$ cat config.mk
export PLATFORM = sky130hd
export DESIGN_NAME = conv_1x1_seq
export DESIGN_NICKNAME = d
export VERILOG_FILES = /design/src/rtl/conv_pkg.sv /design/src/rtl/conv_beat_cnt.sv /design/src/rtl/conv_1x1_seq.sv
export SDC_FILE = /design/constraint.sdc
export NUM_CORES = 1
export LEC_CHECK = 0
export BUFFER_PORTS_ARGS = -buffer_cell sky130_fd_sc_hd__buf_2
export CORE_MARGIN = 2
export CORE_UTILIZATION = 50
export CTS_CLUSTER_SIZE = 24
export DETAILED_ROUTE_END_ITERATION = 12
export GPL_TIMING_DRIVEN = 0
export PLACE_DENSITY = 0.86
export SLEW_MARGIN = 20
export SYNTH_ARGS = -nofsm -noshare
export SYNTH_HDL_FRONTEND = slang
export SYNTH_HIERARCHICAL = 1
export SYNTH_SLANG_ARGS = --single-unit
$ cat constraint.sdc
create_clock -name clk -period 2.65 [get_ports clk]
set_input_delay 0.795 -clock clk [delete_from_list [all_inputs] [get_ports clk]]
set_output_delay 0.795 -clock clk [all_outputs]
set_load 0.03 [all_outputs]
$ cat src/rtl/conv_pkg.sv
// Shared definitions for the conv_1x1 layer sequencer: state encoding,
// default geometry and the derived beat counts with their counter widths.
package conv_pkg;

    localparam int DEF_DATA_WIDTH   = 8;
    localparam int DEF_IN_CHANNELS  = 4;
    localparam int DEF_OUT_CHANNELS = 8;
    localparam int DEF_IN_WIDTH     = 5;
    localparam int DEF_IN_HEIGHT    = 5;

    typedef enum logic [2:0] {
        IDLE    = 3'd0,
        LOAD_W  = 3'd1,
        LOAD_IN = 3'd2,
        START   = 3'd3,
        COMPUTE = 3'd4,
        DONE    = 3'd5
    } state_t;

    // Width needed to hold values 0..n-1; never narrower than one bit.
    function automatic int cnt_w(input int n);
        return (n <= 1) ? 1 : $clog2(n);
    endfunction

    localparam int NW = DEF_IN_CHANNELS * DEF_OUT_CHANNELS;
    localparam int NI = DEF_IN_WIDTH * DEF_IN_HEIGHT * DEF_IN_CHANNELS;
    localparam int NO = DEF_IN_WIDTH * DEF_IN_HEIGHT * DEF_OUT_CHANNELS;

    localparam int NW_AW = cnt_w(NW);
    localparam int NI_AW = cnt_w(NI);
    localparam int NO_CW = cnt_w(NO + 1);

endpackage

$ cat src/rtl/conv_beat_cnt.sv
// Up-counter with synchronous clear and enable; at_term flags cnt == TERM.
module conv_beat_cnt #(
    parameter int WIDTH = 4,
    parameter int TERM  = 15
) (
    input  logic             clk,
    input  logic             rst_n,
    input  logic             clr,
    input  logic             en,
    output logic [WIDTH-1:0] cnt,
    output logic             at_term
);

    always_ff @(posedge clk) begin
        if (!rst_n || clr) begin
            cnt <= '0;
        end else if (en) begin
            cnt <= cnt + 1'b1;
        end
    end

    assign at_term = (cnt == TERM[WIDTH-1:0]);

endmodule

$ cat src/rtl/conv_1x1_seq.sv
// Layer sequencer for conv_1x1: loads weights and the input map from one byte
// stream, starts the engine, drains its output beats and signals completion.
module conv_1x1_seq
    import conv_pkg::*;
#(
    parameter int DATA_WIDTH   = DEF_DATA_WIDTH,
    parameter int IN_CHANNELS  = DEF_IN_CHANNELS,
    parameter int OUT_CHANNELS = DEF_OUT_CHANNELS,
    parameter int IN_WIDTH     = DEF_IN_WIDTH,
    parameter int IN_HEIGHT    = DEF_IN_HEIGHT,
    localparam int W_TOTAL = IN_CHANNELS * OUT_CHANNELS,
    localparam int I_TOTAL = IN_WIDTH * IN_HEIGHT * IN_CHANNELS,
    localparam int O_TOTAL = IN_WIDTH * IN_HEIGHT * OUT_CHANNELS,
    localparam int W_AW    = cnt_w(W_TOTAL),
    localparam int I_AW    = cnt_w(I_TOTAL),
    localparam int O_CW    = cnt_w(O_TOTAL + 1)
) (
    input  logic                  clk,
    input  logic                  rst_n,
    input  logic                  cmd_valid,
    output logic                  cmd_ready,
    input  logic                  cmd_reuse_w,
    input  logic                  abort,
    input  logic                  s_valid,
    output logic                  s_ready,
    input  logic [DATA_WIDTH-1:0] s_data,
    output logic                  eng_weight_wr_en,
    output logic [W_AW-1:0]       eng_weight_addr,
    output logic [DATA_WIDTH-1:0] eng_weight_data,
    output logic                  eng_in_wr_en,
    output logic [I_AW-1:0]       eng_in_addr,
    output logic [DATA_WIDTH-1:0] eng_in_data,
    output logic                  eng_start,
    input  logic                  eng_done,
    input  logic                  eng_out_valid,
    output logic                  eng_out_ready,
    output logic                  busy,
    output logic                  layer_done
);

    state_t          state;
    logic            done_seen;
    logic [W_AW-1:0] w_cnt;
    logic [I_AW-1:0] i_cnt;
    logic [O_CW-1:0] o_cnt;
    logic            w_last, i_last, o_full;
    logic            abort_act, cnt_clr;
    logic            w_acc, i_acc, o_acc;
    logic            o_full_next, complete;

    assign cmd_ready     = (state == IDLE);
    assign s_ready       = (state == LOAD_W) || (state == LOAD_IN);
    assign eng_out_ready = (state == COMPUTE);
    assign busy          = (state != IDLE);

    assign abort_act = abort && (state != IDLE);
    assign cnt_clr   = (state == IDLE) || abort_act;
    assign w_acc     = (state == LOAD_W) && s_valid;
    assign i_acc     = (state == LOAD_IN) && s_valid;
    // o_cnt saturates at O_TOTAL while COMPUTE waits for a late eng_done.
    assign o_acc     = (state == COMPUTE) && eng_out_valid && !o_full;

    // Completion looks at this cycle's beat and done, so either may arrive last.
    assign o_full_next = o_full || (o_acc && (o_cnt == O_CW'(O_TOTAL - 1)));
    assign complete    = o_full_next && (done_seen || eng_done);

    conv_beat_cnt #(.WIDTH(W_AW), .TERM(W_TOTAL - 1)) u_w_cnt (
        .clk(clk), .rst_n(rst_n), .clr(cnt_clr), .en(w_acc && !abort_act),
        .cnt(w_cnt), .at_term(w_last)
    );

    conv_beat_cnt #(.WIDTH(I_AW), .TERM(I_TOTAL - 1)) u_i_cnt (
        .clk(clk), .rst_n(rst_n), .clr(cnt_clr), .en(i_acc && !abort_act),
        .cnt(i_cnt), .at_term(i_last)
    );

    conv_beat_cnt #(.WIDTH(O_CW), .TERM(O_TOTAL)) u_o_cnt (
        .clk(clk), .rst_n(rst_n), .clr(cnt_clr), .en(o_acc && !abort_act),
        .cnt(o_cnt), .at_term(o_full)
    );

    always_ff @(posedge clk) begin
        if (!rst_n) begin
            state            <= IDLE;
            done_seen        <= 1'b0;
            eng_weight_wr_en <= 1'b0;
            eng_weight_addr  <= '0;
            eng_weight_data  <= '0;
            eng_in_wr_en     <= 1'b0;
            eng_in_addr      <= '0;
            eng_in_data      <= '0;
            eng_start        <= 1'b0;
            layer_done       <= 1'b0;
        end else begin
            eng_weight_wr_en <= w_acc && !abort_act;
            eng_in_wr_en     <= i_acc && !abort_act;
            eng_start        <= 1'b0;
            layer_done       <= 1'b0;
            if (w_acc) begin
                eng_weight_addr <= w_cnt;
                eng_weight_data <= s_data;
            end
            if (i_acc) begin
                eng_in_addr <= i_cnt;
                eng_in_data <= s_data;
            end

            if (abort_act) begin
                state     <= IDLE;
                done_seen <= 1'b0;
            end else begin
                case (state)
                    IDLE: begin
                        done_seen <= 1'b0;
                        if (cmd_valid) state <= cmd_reuse_w ? LOAD_IN : LOAD_W;
                    end
                    LOAD_W: if (w_acc && w_last) state <= LOAD_IN;
                    LOAD_IN: begin
                        if (i_acc && i_last) begin
                            state     <= START;
                            eng_start <= 1'b1;
                        end
                    end
                    START: state <= COMPUTE;
                    COMPUTE: begin
                        if (eng_done) done_seen <= 1'b1;
                        if (complete) begin
                            state      <= DONE;
                            layer_done <= 1'b1;
                        end
                    end
                    DONE: state <= IDLE;
                    default: state <= IDLE;
                endcase
            end
        end
    end

endmodule

==> impl_metrics.toml, run 1 <==
[status]
outcome = "completed"

[synthesis]
synth.mux.area_fraction_pct = 2.038
synth_unique_cells = 40
mappedNetlistArea_um2 = 2456
synth_simple_gate_area_share_pct = 27.25
yosys_register_bits = 56
synth_top_cells_by_area = "sky130_fd_sc_hd__dfxtp_1, sky130_fd_sc_hd__nand2_1, sky130_fd_sc_hd__a21boi_0"
proportion_of_netlist_area_held_by_the_largest_area_contributor_pct = 45.64
mappedNetlistNets = 303
sequential_element_share_of_the_synthesized_area_pct = 45.64
synth_area_in_compound_gates_pct = 14.31
number_of_warnings_reported_in_the_yosys_synthesis_log = 6
async_flop_share_pct = 0
synth_largest_area_cell = "sky130_fd_sc_hd__dfxtp_1"
post_synth_xor_area_fraction_pct = 3.209
syn_avg_cell_area_um2 = 8.741
synth_top_flop_cell = "sky130_fd_sc_hd__dfxtp_1"
largest_family_of_logic_cells_by_synthesized_area = "simple AND/OR/NAND/NOR gates"
synth_edf_count = 0
synthAdderAreaFrac_pct = 3.057
synthCells = 281

[drt]
detailedRoute.firstIterationViolations = 85
detail_route.drc_violations = 0
vias_per_cell = 5.120
drt_wl_total_mm = 5.024
postRouteAntennaNets = 0
num_vias = 2084
drt-pass1-iter-count = 4
wire_per_inst_um = 12.34

[sta]
max_freq_mhz = 426.5
final_min_period_over_clock_period_pct = 88.48
report.final.slew_viol_count = 0
finalClockSkew_ns = 0.009116
rsz_0062_raised_after_global_routing = "no"
period_needed_ns = 2.345
finalHoldViolCount = 0
totalNegativeSetupSlack_ns = 0
max-slew-margin-rel_pct = 65.38
finalSetupViolCount = 0
worst-slew-pin-transition_ns = 0.5193
timing.final.ws_setup_ns = 0.3052

[global_routing]
grt_pass1_wl_mm = 8.521
grt.overflow.total = 0
vias_in_the_first_global_route = 1981
maximum_number_of_pins_on_one_net_before_global_route_repair = 19
grt_antenna_before_repair = 0
grt.total_usage_pct = 19.63

[power]
power.ir.vdd_worst_mv = 0.3714
static-leakage-power_nw = 1.171
pwrdens_nw_per_um2 = 702.3

[critical_path]
cp_data_required_time_ns = 1.86
endpoint_kind = "output port"
cp.arrival_ns = 1.55
cp_max_fo = 9
start_kind = "register"
criticalPathCategory = "reg2out"

[clock_network]
clock_path_buffers = 2
cts-buffers-inserted = 5
numClockSinks = 56
clock_tree_from_tritoncts = "built"
clk_latency_ns = 0.31
cts-resized-gates = 0
root_buffer = "sky130_fd_sc_hd__clkbuf_8"
cts_hold_buf = 0
clkTransAtPathRegs_ns = 0.10
post-cts-setup-buffers = 0
cts_htree_levels = 2

[floorplanning]
floorplan.rows = 25
placeableCoreArea_um2 = 4723
start_util_pct = 52.00
die-height_um = 74.09
die-width_um = 74.09
floorplan.io_pins = 52
die-area_um2 = 5489

[job]
maxCapViolCount = 0

[place]
preCtsSetupSlack_ns = 0.06456
gpl.final_weighted_congestion = 0.8526
placed_cells = 399
number_of_buffers_inserted_by_port_buffering = 51
dp_wirelength_mm = 3.771

[final_layout]
post_layout_nonfiller_instances = 407
flow.area_growth_from_synthesis_pct = 17.47
n_fill_cell = 420
final_layout_size_suffix_gt1_share_pct = 23.53
layout.cells.most_common = "sky130_fd_sc_hd__nand2_1"
nets = 361
final_antenna_diode_count = 0
most-common-layout-cells = "sky130_fd_sc_hd__nand2_1, sky130_fd_sc_hd__buf_2, sky130_fd_sc_hd__dfxtp_1, sky130_fd_sc_hd__nor2_1, sky130_fd_sc_hd__a21boi_0"

[min_path]
hp-class = "reg2reg"
-- kinds of logic (layout without fill, tap and decap cells) --
logic type	after synthesis	after routing
flops	56	56
buf+inv	21	80
fa+ha+maj	6	6
xor+xnor	9	9
compound gates	51	51
simple gates	133	133
mux	5	5
-- path summary, 6_finish.rpt --
| kind | from | end | slack [ns] | cells past startpoint |
|---|---|---|---|---|
| max | state[0]$_SDFFE_PP0P_ | cmd_ready | 0.31 | 5 |
| min reg2reg | eng_weight_data[3]$_SDFFE_PN0N_ | eng_weight_data[3]$_SDFFE_PN0N_ | 0.46 | 2 |
| min | eng_weight_data[3]$_SDFFE_PN0N_ | eng_weight_data[3]$_SDFFE_PN0N_ | 0.46 | 2 |
| max reg2reg | state[2]$_SDFFE_PP0P_ | u_i_cnt/cnt[5]$_SDFFE_PP0P_ | 0.36 | 9 |
-- layout make-up --
| class | instances | area (um2) | area share [%] |
|---|---|---|---|
| sequential | 56 | 1121 | 38.86 |
| inverter | 5 | 18.77 | 0.6505 |
| clock buffer | 5 | 68.82 | 2.385 |
| multi-input combinational | 204 | 1225 | 42.45 |
| clock inverter | 3 | 21.27 | 0.7372 |
| buffer | 16 | 91.34 | 3.166 |
| tap | 67 | 83.83 | 2.905 |
| timing repair buffer | 51 | 255.2 | 8.846 |
-- worst max-delay path, stage by stage (launching register included) --
cell and delay (ns):
sky130_fd_sc_hd__dfxtp_1 0.33, sky130_fd_sc_hd__buf_6 0.13, sky130_fd_sc_hd__or3_1 0.35, sky130_fd_sc_hd__buf_6 0.14, sky130_fd_sc_hd__inv_1 0.08, sky130_fd_sc_hd__buf_2 0.20
-- metal layers --
layer / wire (um) / vias to the layer above / GRT usage [%]
li1: - / 1062 / -
met1: 2286 / 987 / 23.76
met2: 2551 / 30 / 35.12
met3: 134 / 5 / 4.065
met4: 52 / 0 / 5.657
met5: 0 / - / 0
-- flip-flops by register name, indices dropped and copies added, names as in the netlist, 3 cells and up --
register,flops
eng_in_addr,7
eng_in_data,8
eng_weight_addr,5
eng_weight_data,8
state,3
u_i_cnt/cnt,7
u_o_cnt/cnt,8
u_w_cnt/cnt,5
-- per-stage QoR --
stage               hold WS [ns]  power [mW]  util [%]  area [um2]
floorplan                 0.4545       1.414         -        2456
global placement          0.4382       1.564     59.18        2795
detailed placement        0.4438       1.573     59.18        2795
CTS                       0.4580       2.039     61.09        2885
global route              0.4795       2.121     61.09        2885
finish                    0.4559       2.026     61.09        2885
-- cell usage after synthesis, types with 2 or more instances --
cell	instances
sky130_fd_sc_hd__nand2_1	66
sky130_fd_sc_hd__dfxtp_1	56
sky130_fd_sc_hd__nor2_1	19
sky130_fd_sc_hd__a21boi_0	18
sky130_fd_sc_hd__a21oi_1	12
sky130_fd_sc_hd__a21boi_1	10
sky130_fd_sc_hd__buf_2	7
sky130_fd_sc_hd__nand2b_1	7
sky130_fd_sc_hd__ha_1	6
sky130_fd_sc_hd__nand3_1	6
sky130_fd_sc_hd__or3_1	6
sky130_fd_sc_hd__xor2_1	6
sky130_fd_sc_hd__clkbuf_1	5
sky130_fd_sc_hd__inv_1	5
sky130_fd_sc_hd__mux2i_1	5
sky130_fd_sc_hd__nand4_1	5
sky130_fd_sc_hd__o21ai_0	5
sky130_fd_sc_hd__nor4b_1	4
sky130_fd_sc_hd__and3_1	3
sky130_fd_sc_hd__nand3b_1	3
sky130_fd_sc_hd__xnor2_1	3
sky130_fd_sc_hd__buf_4	2
sky130_fd_sc_hd__buf_6	2
sky130_fd_sc_hd__nand2_4	2
sky130_fd_sc_hd__nand4_2	2
sky130_fd_sc_hd__nor3_1	2
-- report_power, final --
part | switching [mW] | internal (mW) | leakage [nW] | total [mW]
logic | 0.425 | 0.221 | 0.674 | 0.646
clock network | 0.282 | 0.188 | 0.0445 | 0.470
registers | 0.0228 | 0.887 | 0.452 | 0.910
No activity file was read; power rests on OpenSTA's default activity.
==> inputs of run 2 (changes only) <==
- ABC_AREA: not set -> 1
==> run 2 against run 1 <==
  * Sequential cell count did not move
  * Global-route usage rose by 1.8 points
  * Critical path depth rose by 7
  * Register-to-register slack improved by 0.08 ns
  * Final cell count rose by 14%
  * Sequential share of layout area fell by 0.28 points
  * Via count rose by 14%
  * Utilization rose by 0.45 points
  * Non-clock buffer count fell by 6
  * Synthesized area did not move
  * Largest cell class unchanged
  * Die area did not move
  * Count of clock-buffer cells in the layout rose by 1
==> impl_metrics.toml, run 2 <==
[status]
outcome = "completed"

[synthesis]
synth_edf_count = 0
synth_unique_cells = 23
mappedNetlistNets = 358
proportion_of_netlist_area_held_by_the_largest_area_contributor_pct = 45.64
synthCells = 336
synth_largest_area_cell = "sky130_fd_sc_hd__dfxtp_1"
async_flop_share_pct = 0
synth_top_flop_cell = "sky130_fd_sc_hd__dfxtp_1"
syn_avg_cell_area_um2 = 7.310
sequential_element_share_of_the_synthesized_area_pct = 45.64
synth_top_cells_by_area = "sky130_fd_sc_hd__dfxtp_1, sky130_fd_sc_hd__nand2_1, sky130_fd_sc_hd__a21oi_1"
synth_common_cells = "sky130_fd_sc_hd__nand2_1, sky130_fd_sc_hd__dfxtp_1, sky130_fd_sc_hd__a21oi_1, sky130_fd_sc_hd__nor2_1, sky130_fd_sc_hd__nand3_1"
mappedNetlistArea_um2 = 2456
number_of_warnings_reported_in_the_yosys_synthesis_log = 6
synth.most_common_cell = "sky130_fd_sc_hd__nand2_1"
yosys_register_bits = 56

[clock_network]
clkTransAtPathRegs_ns = 0.10
clk_latency_ns = 0.31
cts-buffers-inserted = 5
numClockSinks = 56
root_buffer = "sky130_fd_sc_hd__clkbuf_8"
cts_hold_buf = 0
cts-resized-gates = 0
cts_htree_levels = 2
clock_path_buffers = 2
post-cts-setup-buffers = 0
clock_tree_from_tritoncts = "built"

[global_routing]
grt_antenna_before_repair = 0
grt.overflow.total = 0
vias_in_the_first_global_route = 2147
maximum_number_of_pins_on_one_net_before_global_route_repair = 18
grt_pass1_wl_mm = 9.294
grt.total_usage_pct = 21.46

[critical_path]
start_kind = "register"
cp-startpoint = "u_o_cnt/cnt[0]$_SDFFE_PP0P_"
endpoint_kind = "register"
cp_max_fo = 7
reg2reg_from = "u_o_cnt/cnt[0]$_SDFFE_PP0P_"
r2r-end = "u_o_cnt/cnt[5]$_SDFFE_PP0P_"
criticalPathCategory = "reg2reg"
crit_end = "u_o_cnt/cnt[5]$_SDFFE_PP0P_"
regToRegSetupSlack_ns = 0.44
reg2regPathDepth = 12
cp.arrival_ns = 2.42
cp_data_required_time_ns = 2.85

[job]
maxCapViolCount = 0

[sta]
totalNegativeSetupSlack_ns = 0
final_min_period_over_clock_period_pct = 83.54
report.final.slew_viol_count = 0
rsz_0062_raised_after_global_routing = "no"
period_needed_ns = 2.214
finalSetupViolCount = 0
worst-slew-pin-transition_ns = 0.6429
max_freq_mhz = 451.7
finalHoldViolCount = 0
max-slew-margin-rel_pct = 56.81
finalClockSkew_ns = 0.01014

[place]
placed_cells = 454
dp_wirelength_mm = 4.205
gpl.final_weighted_congestion = 0.9384
number_of_buffers_inserted_by_port_buffering = 51

[floorplanning]
die-height_um = 74.09
die-area_um2 = 5489
floorplan.rows = 25
die-width_um = 74.09
placeableCoreArea_um2 = 4723
floorplan.io_pins = 52
start_util_pct = 52.00

[drt]
num_vias = 2376
route.layer.met1.wl_mm = 2.545
routed-wl-met2_mm = 2.816
wire_per_inst_um = 12.25
routed-wl-met3_um = 240
maxUsedRoutingLayer = "met4"
drt_wl_total_mm = 5.658
postRouteAntennaNets = 0
detailedRoute.firstIterationViolations = 207
vias_per_cell = 5.143
drt-pass1-iter-count = 4
detail_route.drc_violations = 0

[final_layout]
layout.cells.most_common = "sky130_fd_sc_hd__nand2_1"
most-common-layout-cells = "sky130_fd_sc_hd__nand2_1, sky130_fd_sc_hd__buf_2, sky130_fd_sc_hd__dfxtp_1, sky130_fd_sc_hd__a21oi_1, sky130_fd_sc_hd__nor2_1"
n_fill_cell = 421
final_layout_size_suffix_gt1_share_pct = 21.27
flow.area_growth_from_synthesis_pct = 18.34
largest_registers_ranked_by_flip_flop_count = "eng_in_data x8, eng_weight_data x8, u_o_cnt/cnt x8"
area_used_by_multi_input_combinational_logic_um2 = 1164
final_antenna_diode_count = 0
post_layout_nonfiller_instances = 462
register_area_um2 = 1121
nets = 416

[power]
power.ir.vdd_worst_mv = 0.3624
pwrdens_nw_per_um2 = 712.1
static-leakage-power_nw = 1.209

[min_path]
hp-class = "reg2reg"
==> run 2: cell types whose count changed in the layout (fill, tap and decap cells not counted), moves of 10 or more <==
cell                       delta
sky130_fd_sc_hd__a21boi_0    -18
sky130_fd_sc_hd__a21boi_1    -10
sky130_fd_sc_hd__a21oi_1     +31
sky130_fd_sc_hd__inv_1       +23
sky130_fd_sc_hd__nand2_1     +11
sky130_fd_sc_hd__nand3_1     +32
sky130_fd_sc_hd__nor2_1      +20
==> run 2: power breakdown <==
part	internal (mW)	leakage [nW]	total [mW]	switching, mW
clock	0.286	0.0558	0.560	0.274
sequential	0.888	0.452	0.928	0.0403
combinational	0.169	0.701	0.582	0.412
==> run 2: per-stage QoR <==
stage	instance area, um2	util [%]	hold WS, ns	setup slack, ns	power [mW]
2_1_floorplan	2456	-	0.4516	0.7830	1.371
3_3_place_gp	2795	59.18	0.4467	0.4848	1.509
3_5_place_dp	2795	59.18	0.4510	0.4362	1.519
4_1_cts	2907	61.54	0.4669	0.4568	2.074
5_1_grt	2907	61.54	0.4872	0.1835	2.182
6_report	2907	61.54	0.4662	0.4361	2.070
==> run 2: final cells by class <==
cell class	instances	area share [%]
Clock inverter	2	1.334
Clock buffer	6	2.497
Tap cell	67	2.884
Buffer	10	1.765
Sequential cell	56	38.57
Multi-Input combinational cell	238	40.03
Inverter	32	4.133
Timing Repair Buffer	51	8.782
==> run 2: worst min path at each step <==
stage,to,cells past startpoint,slack [ns],start
finish,eng_in_data[3]$_SDFFE_PN0N_,2,0.47,eng_in_data[3]$_SDFFE_PN0N_
global route,eng_weight_data[3]$_SDFFE_PN0N_,2,0.49,eng_weight_data[3]$_SDFFE_PN0N_
CTS,eng_in_data[3]$_SDFFE_PN0N_,2,0.47,eng_in_data[3]$_SDFFE_PN0N_
detailed placement,eng_in_data[3]$_SDFFE_PN0N_,2,0.45,eng_in_data[3]$_SDFFE_PN0N_
global placement,eng_in_data[5]$_SDFFE_PN0N_,2,0.45,eng_in_data[5]$_SDFFE_PN0N_
floorplan,u_o_cnt/cnt[6]$_SDFFE_PP0P_,2,0.45,u_o_cnt/cnt[6]$_SDFFE_PP0P_
==> run 2: worst max-delay path: stages (launching register included) <==
cell                      delay, ns
sky130_fd_sc_hd__dfxtp_1       0.42
sky130_fd_sc_hd__inv_1         0.06
sky130_fd_sc_hd__ha_1          0.19
sky130_fd_sc_hd__nand3_1       0.08
sky130_fd_sc_hd__nor4_1        0.05
sky130_fd_sc_hd__inv_1         0.07
sky130_fd_sc_hd__nand2_1       0.07
sky130_fd_sc_hd__nor3_1        0.54
sky130_fd_sc_hd__nand2_1       0.19
sky130_fd_sc_hd__nor2_4        0.20
sky130_fd_sc_hd__nand3_1       0.09
sky130_fd_sc_hd__nand2_1       0.08
sky130_fd_sc_hd__nor2_1        0.04
==> run 2: routing by layer <==
layer	vias up	GRT usage [%]
li1	1201	-
met1	1107	27.64
met2	61	36.11
met3	7	3.659
met4	0	8.081
met5	-	0
==> run 2: cell families (layout without fill, tap and decap cells) <==
family	count (synthesis)	in the layout	synth area share [%]
adder cells (fa/ha/maj)	6	6	3.056
AND/OR/NAND/NOR	176	176	32.50
buffers and inverters	42	101	6.979
AO/OA/AOI/OAI	56	56	11.82
flip-flops	56	56	45.64
